### src/rtl/psm_result_collector.sv
// Collects the Op1/Op2/Op3 data captured from the 3-phase sequencer and checks phase lengths.
// Each completed run is published through a single-entry Valid/Accept result register.
module psm_result_collector #(
  parameter int unsigned LEN1 = 2,
  parameter int unsigned LEN2 = 5,
  parameter int unsigned LEN3 = 3
) (
  input  logic       Clock,
  input  logic       Reset,
  input  logic       PsmReady,
  input  logic       PsmOp1,
  input  logic       PsmOp2,
  input  logic       PsmOp3,
  input  logic [7:0] PsmDout,
  output logic [7:0] ResOr,
  output logic [7:0] ResXor,
  output logic [7:0] ResOrn,
  output logic [9:0] Sum,
  output logic       LenErr,
  output logic       Valid,
  input  logic       Accept,
  output logic       SeqErr,
  output logic       Overrun,
  output logic       Busy
);

  localparam logic [1:0] IDLE = 2'd0;
  localparam logic [1:0] CAP1 = 2'd1;
  localparam logic [1:0] CAP2 = 2'd2;
  localparam logic [1:0] CAP3 = 2'd3;

  logic [1:0] state_q, state_d;
  logic [2:0] cnt_q, cnt_d, cnt_inc;
  logic [7:0] c1_q, c1_d, c2_q, c2_d, c3_q, c3_d;
  logic [2:0] mm_q, mm_d;
  logic [7:0] res_or_d, res_xor_d, res_orn_d;
  logic [9:0] sum_d;
  logic       len_err_d, valid_d, seq_err_d, overrun_d;
  logic       multi, complete;

  assign multi   = !$onehot0({PsmReady, PsmOp1, PsmOp2, PsmOp3});
  assign cnt_inc = (cnt_q == 3'd7) ? 3'd7 : cnt_q + 3'd1;

  always_comb begin
    state_d   = state_q;
    cnt_d     = cnt_q;
    c1_d      = c1_q;
    c2_d      = c2_q;
    c3_d      = c3_q;
    mm_d      = mm_q;
    seq_err_d = SeqErr;
    complete  = 1'b0;
    if (multi) begin
      seq_err_d = 1'b1;
      state_d   = IDLE;
    end else begin
      unique case (state_q)
        IDLE: begin
          if (PsmOp1) begin
            c1_d    = PsmDout;
            cnt_d   = 3'd1;
            mm_d    = '0;
            state_d = CAP1;
          end
        end
        CAP1: begin
          if (PsmOp1) begin
            c1_d  = PsmDout;
            cnt_d = cnt_inc;
          end else if (PsmOp2) begin
            mm_d[0] = ({29'd0, cnt_q} != LEN1);
            c2_d    = PsmDout;
            cnt_d   = 3'd1;
            state_d = CAP2;
          end else begin
            seq_err_d = 1'b1;
            state_d   = IDLE;
          end
        end
        CAP2: begin
          if (PsmOp2) begin
            c2_d  = PsmDout;
            cnt_d = cnt_inc;
          end else if (PsmOp3) begin
            mm_d[1] = ({29'd0, cnt_q} != LEN2);
            c3_d    = PsmDout;
            cnt_d   = 3'd1;
            state_d = CAP3;
          end else begin
            seq_err_d = 1'b1;
            state_d   = IDLE;
          end
        end
        CAP3: begin
          if (PsmOp3) begin
            c3_d  = PsmDout;
            cnt_d = cnt_inc;
          end else if (PsmReady) begin
            mm_d[2]  = ({29'd0, cnt_q} != LEN3);
            complete = 1'b1;
            state_d  = IDLE;
          end else begin
            seq_err_d = 1'b1;
            state_d   = IDLE;
          end
        end
        default: state_d = IDLE;
      endcase
    end
  end

  // A completion may overwrite a held result only if it is being accepted at the same edge.
  always_comb begin
    res_or_d  = ResOr;
    res_xor_d = ResXor;
    res_orn_d = ResOrn;
    sum_d     = Sum;
    len_err_d = LenErr;
    valid_d   = Valid;
    overrun_d = Overrun;
    if (complete) begin
      if (!Valid || Accept) begin
        res_or_d  = c1_q;
        res_xor_d = c2_q;
        res_orn_d = c3_q;
        sum_d     = {2'b00, c1_q} + {2'b00, c2_q} + {2'b00, c3_q};
        len_err_d = |mm_d;
        valid_d   = 1'b1;
      end else begin
        overrun_d = 1'b1;
      end
    end else if (Valid && Accept) begin
      valid_d = 1'b0;
    end
  end

  always_ff @(posedge Clock or negedge Reset) begin
    if (!Reset) begin
      state_q <= IDLE;
      cnt_q   <= '0;
      c1_q    <= '0;
      c2_q    <= '0;
      c3_q    <= '0;
      mm_q    <= '0;
      ResOr   <= '0;
      ResXor  <= '0;
      ResOrn  <= '0;
      Sum     <= '0;
      LenErr  <= 1'b0;
      Valid   <= 1'b0;
      SeqErr  <= 1'b0;
      Overrun <= 1'b0;
    end else begin
      state_q <= state_d;
      cnt_q   <= cnt_d;
      c1_q    <= c1_d;
      c2_q    <= c2_d;
      c3_q    <= c3_d;
      mm_q    <= mm_d;
      ResOr   <= res_or_d;
      ResXor  <= res_xor_d;
      ResOrn  <= res_orn_d;
      Sum     <= sum_d;
      LenErr  <= len_err_d;
      Valid   <= valid_d;
      SeqErr  <= seq_err_d;
      Overrun <= overrun_d;
    end
  end

  assign Busy = (state_q != IDLE);

endmodule

### config.mk
export PLATFORM = sky130hd
export DESIGN_NAME = psm_result_collector
export DESIGN_NICKNAME = d
export VERILOG_FILES = /design/src/rtl/psm_result_collector.sv
export SDC_FILE = /design/constraint.sdc
export NUM_CORES = 1
export LEC_CHECK = 0
export CORE_UTILIZATION = 54
export DETAILED_ROUTE_END_ITERATION = 10
export GPL_TIMING_DRIVEN = 0
export PLACE_DENSITY_LB_ADDON = 0.3
export REMOVE_ABC_BUFFERS = 1
export SYNTH_ARGS = -nofsm -noshare
export SYNTH_HDL_FRONTEND = slang
export SYNTH_SLANG_ARGS = --single-unit
### constraint.sdc
create_clock -name Clock -period 2.65 [get_ports Clock]
set_input_delay 0.53 -clock Clock [delete_from_list [all_inputs] [get_ports Clock]]
set_output_delay 0.53 -clock Clock [all_outputs]
set_load 0.01 [all_outputs]
# Word level (Yosys, flattened, before mapping)
# Cells that the tools add are included.
# W data, S select, Z words.
[word_totals] wordCells=111 reg_bits=70
[op_classes] n_bitwise=1 n_addsub=6 n_reduce_logical=19 n_mux=48 n_eq_ne=22 magnitude_cmp=1
[op_table] operator="$mux W8" n=4
[op_table] operator="$pmux W8 S2" n=2
[op_table] operator="$ne A3 B3 Y1 const B" n=10
[op_table] operator="$mux W3" n=9
[op_table] operator="$mux W1" n=20
[op_table] operator="$mux W2" n=7
[op_table] operator="$pmux W3 S4" n=1
[op_table] operator="$add A9 B8 Y10" n=1
[op_table] operator="$add A8 B8 Y9" n=1
[op_table] operator="$reduce_and A3 Y1" n=3
[op_table] operator="$ne A2 B2 Y1 const B" n=4
[op_table] operator="$pmux W2 S4" n=1
[op_table] operator="$reduce_bool A2 Y1" n=4
[op_table] operator="$reduce_and A7 Y1" n=1
[op_table] operator="$ne A3 B2 Y1 const B" n=2
[op_table] operator="$pmux W1 S2" n=3
[op_table] operator="$reduce_and A2 Y1" n=3
[op_table] operator="$reduce_and A5 Y1" n=1
[op_table] operator="$add A1 B1 Y2" n=2
[op_table] operator="$eq A2 B2 Y1 const B" n=2
[op_table] operator="$ne A4 B1 Y1 const B" n=1
[op_table] operator="$reduce_and A4 Y1" n=1
[op_table] operator="$add A2 B2 Y3" n=1
[op_table] operator="$add A3 B1 Y3 const B" n=1
[op_table] operator="12 further kinds" n=12

# Longest topological paths before layout
# Gate-level depths: netlist of the first run.
[logic_depth] ltp_word=6 mapped_depth=10 ltp_nobuf=10

# Least setup slack after synthesis of the first run
# OpenSTA, ideal clock, no wires.
[synth_timing] kind="input to register" from="input PsmOp1" to="register c2_q[1]" setup_time_ns=0.125 arrival_ns=2.378 path_slack_ns=0.147 cell_stages=7 path_cell_list="buf_2 -> inv_1 -> fa_1 -> nand2b_4 -> nand2_1 -> a211oi_4 -> mux2_2"
[synth_via] elab_chain_cells=4 word_cells_on_any_way=5 classes_between="add/sub (2); order compare (1); eq/ne (1); reduce/logical (1)"
[synth_lines] item="from (decl)" line_no="11" text="input logic PsmOp1,"
[synth_lines] item="$add A1 B1 Y2 (implied by the code)" line_no="41" text="assign multi = !$onehot0({PsmReady, PsmOp1, PsmOp2, PsmOp3});"
[synth_lines] item="$add A2 B2 Y3 (implied by the code)" line_no="41"
[synth_lines] item="$le A3 B1 Y1 (implied by the code)" line_no="41"
[synth_lines] item="$reduce_and A3 Y1 (no source line) (*)"
[synth_lines] item="to (signal assigned)" line_no="142" text="c2_q <= '0;"
[synth_lines] item="to (signal assigned)" line_no="157" text="c2_q <= c2_d;"
[synth_lines] item="to (decl)" line_no="34" text="logic [7:0] c1_q, c1_d, c2_q, c2_d, c3_q, c3_d;"
# Every way passes the cells marked *; elsewhere a longest branch is shown, timed or not.
# A chain may end at the register's enable or synchronous reset.

# Worst setup path after layout of the first run
[layout_timing] from="input PsmOp1" to="register c3_q[6]"
[layout_via] elab_chain_cells=4
[layout_lines] item="$add A1 B1 Y2 (implied by the code)" line_no="41"
[layout_lines] item="$add A2 B2 Y3 (implied by the code)" line_no="41"
[layout_lines] item="$le A3 B1 Y1 (implied by the code)" line_no="41"
[layout_lines] item="$reduce_and A3 Y1 (no source line)"
[layout_lines] item="to (signal assigned)" line_no="143" text="c3_q <= '0;"
[layout_lines] item="to (signal assigned)" line_no="158" text="c3_q <= c3_d;"
[layout_lines] item="to (decl)" line_no="34"
# Every way passes these cells.

==> results of run 1 <==
==> through the flow <==
step                setup WS [ns]  instance area [um^2]   util  cells  hold slack [ns]
floorplan                   0.326                  3500      -    272            0.234
global placement            -1.26                  4130  0.647    402            0.462
detailed placement         -0.751                  4130  0.646    402            0.469
CTS                        0.0289                  4400  0.689    422            0.321
global route              0.00449                  4420  0.692    422            0.367
finish                      0.110                  4420  0.692    422            0.282
==> logic make-up (layout without fill, tap and decap cells) <==
logic type               Yosys count  count (layout)  share of synthesized area
AO/OA/AOI/OAI                     59              59                      0.116
XOR/XNOR                           5               5                     0.0122
adder cells (fa/ha/maj)           24              24                      0.104
buffers and inverters             28              88                     0.0442
flip-flops                        70              70                      0.487
multiplexers                      44              44                      0.159
AND/OR/NAND/NOR                   53              55                     0.0779
==> layout make-up <==
class / instances / area (um^2)
well taps: 77 / 96.3
multi-input cells: 187 / 1740
clock buffers: 10 / 128
clock inverters: 6 / 92.6
flip-flops and latches: 70 / 1750
fillers: 461 / 1970
inverters: 17 / 63.8
repair buffers: 55 / 544
==> cells in the final DEF (no fill, tap or decap), types with 2 or more instances in the layout <==
| cell type | count |
|---|---|
| clkdlybuf4s50_1 | 49 |
| inv_6 | 2 |
| xnor2_1 | 3 |
| fa_1 | 9 |
| mux2_4 | 20 |
| a21o_1 | 3 |
| nand2b_4 | 4 |
| nor3_1 | 2 |
| xor2_1 | 2 |
| o21ai_1 | 2 |
| a32o_1 | 2 |
| a211oi_1 | 3 |
| clkinvlp_4 | 2 |
| nor2_1 | 3 |
| nor2b_1 | 5 |
| buf_4 | 3 |
| o2111ai_1 | 3 |
| mux2_2 | 24 |
| ha_1 | 14 |
| dfrtp_1 | 70 |
| clkbuf_8 | 9 |
| nand2b_1 | 7 |
| nand3_1 | 2 |
| nand2_1 | 26 |
| a21oi_1 | 11 |
| o31ai_1 | 3 |
| bufinv_16 | 2 |
| o21ai_0 | 21 |
| inv_1 | 17 |
==> critical path, stage by stage <==
cell             delay, ns
clkdlybuf4s15_1       0.38
inv_1                 0.17
fa_1                  0.54
nand2b_4              0.17
and2_1                0.31
o2111ai_4             0.30
mux2_2                0.36
==> metal layers <==
layer | vias up | GRT usage | wire length, um | share of wire
met2 | 61 | 0.364 | 3590 | 0.50
li1 | 1096 | - | - | -
met4 | 0 | 0.0909 | 117 | 0.016
met3 | 10 | 0.0475 | 316 | 0.044
met5 | - | 0 | 0 | 0
met1 | 1175 | 0.282 | 3130 | 0.44
==> worst paths after layout <==
path | from | to | cells after the start
max | PsmOp1 | c3_q[6] | 7
min | Reset | cnt_q[1] | 1
max reg2reg | c1_q[2] | Sum[8] | 7
min reg2reg | ResXor[0] | ResXor[0] | 2
max in group asynchronous | Reset | ResOr[6] | 1
min in group Clock | ResXor[0] | ResXor[0] | 2
==> sequential cells by signal (all words and copies together), names as in the netlist <==
| register | count |
|---|---|
| ResOrn | 8 |
| SeqErr | 1 |
| Valid | 1 |
| state_q | 2 |
| mm_q | 3 |
| c3_q | 8 |
| Overrun | 1 |
| Sum | 10 |
| LenErr | 1 |
| c2_q | 8 |
| c1_q | 8 |
| ResOr | 8 |
| cnt_q | 3 |
| ResXor | 8 |
==> power by group through the flow <==
stage / clock [mW] / combinational (mW) / sequential (mW)
after floorplan: 0 / 0.897 / 1.32
after global placement: 0 / 1.12 / 1.35
after detailed placement: 0 / 1.17 / 1.35
after CTS: 0.978 / 1.20 / 1.33
after global routing: 1.02 / 1.38 / 1.35
final: 0.968 / 1.22 / 1.33
==> what timing repair did <==
item | 4_1_cts | 5_1_grt
gates resized for setup | 6 | 6
gates cloned | 2 | 0
setup endpoints to repair | 62 | 44
setup buffers | 2 | 0
pin swaps | 1 | 1
==> run summary, run 1 <==
status: complete, no violations
largest cells by area after synthesis: dfrtp_1, mux2_4, mux2_2
Routed WL: 7.15 mm
critical-path maximum fanout: 8
setup violators final: 0
CTS root buf: clkbuf_8
clock sink count: 70
share of post-route cells with drive strength above 1: 0.217
DR pass1 iterations: 4
Ant. Diodes: 0
vias per cell: 5.55
setup TNS: 0 ns
top cells by count, synth: dfrtp_1, nand2_1, mux2_2
Max Cap Viol: 0
mean post-synth cell area: 12.7 um^2
Lkg Pwr: 2.07 nW
drt initial violations: 80
Cell Pwr Density: 796 mW/mm^2
# hold bufs at CTS: 0
CTS clock-pin slew for the worst setup and hold paths: 0.08 ns
cell with the most instances after synthesis: dfrtp_1
Most used DFF post-synth: dfrtp_1
ys async rst share: 1.00
wire length per cell after detailed routing: 16.9 um
Yosys cell types: 43
CP arrival: 2.77 ns
total global routing overflow: 0
number of synthesized flops with an enable pin: 0
Int Pwr: 2.32 mW
TritonCTS clock tree: yes
die width: 83.6 um
Psw: 1.20 mW
buffers added on ports: 53
CP Launch Type: input pin
total power draw: 3.52 mW
Total GRT Usage: 0.220
post-synthesis sequential area ratio: 0.487
Slew @ Worst Pin: 0.862 ns
# rows: 29
number of top-level pins: 54
RSZ-0062 raised after global routing: false
#FFs+latches synth: 70
Nets: 379
Die Ht: 83.6 um
Syn Inst Count: 283
crit path capture type: flop
Net Sw Frac: 0.340
routed vias: 2342
Tmin final: 2.54 ns
Clock Path Buffers: 2
TritonCTS buffer count: 9
sequential share of power: 0.378
period utilization: 0.958
Post-Syn Area: 0.00360 mm^2
Setup CP Type: in2reg
Rel. slew slack: 0.426
biggest area consumer among synthesized cells: dfrtp_1
GPL Wtd Cong: 0.869
vias in the first global route: 2377
Core Area: 0.00639 mm^2
first-pass GRT wire length: 11.7 mm
DRC: 0
pin count of the biggest net entering global routing: 71
Comb power frac: 0.347
Initial Util: 0.563
Max VDD drop: 0.482 mV
Fin. Hold Viols: 0
R2R Setup Slk: 0.16 ns
Syn. warnings: 0
Antenna Nets Post-Route: 0
htree depth: 3
initial antenna violation count: 0
detailed placement HPWL: 4.55 mm
worst min-delay path class: in2async
area share of the largest cell type after synthesis: 0.487
f_max: 0.394 GHz
clock latency on the worst-skew pair: 0.35 ns
Area growth, synth to finish: 22.7%
Worst Clk Skew: 0.0118 ns
Max Slew Vio Count: 0
Clk pwr share: 0.275
die area: 0.00699 mm^2
required time of the critical path: 2.88 ns
Note: power is estimated with default switching activity, not from simulation.
==> run 2: changes to the inputs <==
- SKIP_CTS_REPAIR_TIMING: default -> 1
- SLEW_MARGIN: default -> 30
==> run 2 against run 1 <==
  * Clock skew shrank 0.0037 ns
  * Sequential power is essentially flat
  * Setup slack better by 0.063 ns
  * Count of clock-buffer cells in the layout did not move
  * Total power grew 0.49%
  * Core utilization rose by 0.74 points
  * Flip-flop and latch count is the same
  * Critical path depth did not move
  * Largest cell class unchanged
==> run summary, run 2 (synthesis results as in run 1) <==
most flop-heavy register: Sum (unchanged)
# rows: 29 (unchanged)
Ant. Diodes: 0 (unchanged)
routed vias: 2337 (was 2342)
Tmin final: 2.48 ns (was 2.54 ns)
Nets: 379 (unchanged)
critical-path maximum fanout: 3 (was 8)
die width: 83.6 um (unchanged)
total global routing overflow: 0 (unchanged)
Core Area: 0.00639 mm^2 (unchanged)
Max Cap Viol: 0 (unchanged)
DRC: 0 (unchanged)
share of post-route cells with drive strength above 1: 0.226 (was 0.217)
Setup CP Type: reg2reg (was in2reg)
most frequent cells in the layout: dfrtp_1, clkdlybuf4s50_1, nand2_1 (unchanged)
initial antenna violation count: 0 (unchanged)
Rel. slew slack: 0.673 (was 0.426)
CTS root buf: clkbuf_8 (unchanged)
first-pass GRT wire length: 11.3 mm (was 11.7 mm)
htree depth: 3 (unchanged)
Fin. Hold Viols: 0 (unchanged)
Area growth, synth to finish: 24.1% (was 22.7%)
Total GRT Usage: 0.209 (was 0.220)
Routed WL: 7.12 mm (was 7.15 mm)
pin count of the biggest net entering global routing: 51 (was 71)
period utilization: 0.935 (was 0.958)
vias per cell: 5.54 (was 5.55)
max FFs per register: 10 (unchanged)
clock latency on the worst-skew pair: 0.34 ns (was 0.35 ns)
wire length per cell after detailed routing: 16.9 um (about the same)
Worst Clk Skew: 0.00806 ns (was 0.0118 ns)
Cell Pwr Density: 792 mW/mm^2 (was 796 mW/mm^2)
CP Launch Type: flop (was input pin)
Lkg Pwr: 2.10 nW (was 2.07 nW)
Worst Hold Slack: 0.150 ns (was 0.282 ns)
R2R Setup Slk: 0.17 ns (was 0.16 ns)
clock sink count: 70 (unchanged)
status: complete, no violations (unchanged)
die area: 0.00699 mm^2 (unchanged)
TritonCTS clock tree: yes (unchanged)
Antenna Nets Post-Route: 0 (unchanged)
worst min-delay path class: in2async (unchanged)
detailed placement HPWL: 4.66 mm (was 4.55 mm)
leading cell type in the layout, fill and taps excluded: dfrtp_1 (unchanged)
Clock Path Buffers: 2 (unchanged)
number of top-level pins: 54 (unchanged)
required time of the critical path: 2.90 ns (was 2.88 ns)
vias in the first global route: 2362 (was 2377)
DR pass1 iterations: 4 (unchanged)
Max VDD drop: 0.484 mV (was 0.482 mV)
GPL Wtd Cong: 0.869 (unchanged)
drt initial violations: 58 (was 80)
CTS clock-pin slew for the worst setup and hold paths: 0.08 ns (about the same)
crit path capture type: flop (unchanged)
Slew @ Worst Pin: 0.490 ns (was 0.862 ns)
TritonCTS buffer count: 9 (unchanged)
Max Slew Vio Count: 0 (unchanged)
f_max: 0.404 GHz (was 0.394 GHz)
setup violators final: 0 (unchanged)
buffers added on ports: 53 (unchanged)
CP arrival: 2.72 ns (was 2.77 ns)
Die Ht: 83.6 um (unchanged)
setup TNS: 0 ns (unchanged)
fin util: 0.699 (was 0.692)
Initial Util: 0.563 (unchanged)
## run 2: metrics by stage
step	worst slack, ns	power [mW]	cells	instance area [um^2]
2_1_floorplan	0.326	2.22	272	3500
3_3_place_gp	-1.26	2.47	402	4130
3_5_place_dp	-0.769	2.53	403	4150
4_1_cts	-0.410	3.52	419	4380
5_1_grt	-0.00708	3.79	422	4460
6_report	0.173	3.54	422	4460
## run 2: path summary, 6_finish.rpt
path	from	to	cells past startpoint
max	c1_q[1]	Sum[7]	7
min	Reset	cnt_q[1]	1
max reg2reg	c1_q[1]	Sum[7]	7
min reg2reg	ResXor[0]	ResXor[0]	2
max in group asynchronous	Reset	c3_q[3]	2
min in group Clock	ResXor[0]	ResXor[0]	2
## run 2: layout make-up
cell class                 count  area, um^2
tap                           77        96.3
inverter                      17        63.8
fill                         452        1920
clock inverter                 6        92.6
sequential                    70        1750
multi-input combinational    187        1750
timing repair buffer          55         576
clock buffer                  10         138
## run 2: where the power goes
group          switching [mW]  total [mW]  internal [mW]
logic                   0.632        1.23          0.594
clock network           0.423       0.984          0.561
registers               0.122        1.33           1.20
## run 2: worst max-delay path, cell delays in order (launching register included)
cell      delay (ns)
dfrtp_1         0.41
fa_1            0.49
ha_1            0.26
fa_2            0.39
a211oi_2        0.24
o21ai_0         0.16
and3_1          0.22
o31ai_1         0.22
## run 2: metal layers
layer  part of all wire  track usage
met1               0.45        0.272
met2               0.49        0.336
met3              0.051       0.0455
met4             0.0076       0.0986
met5                  0            0
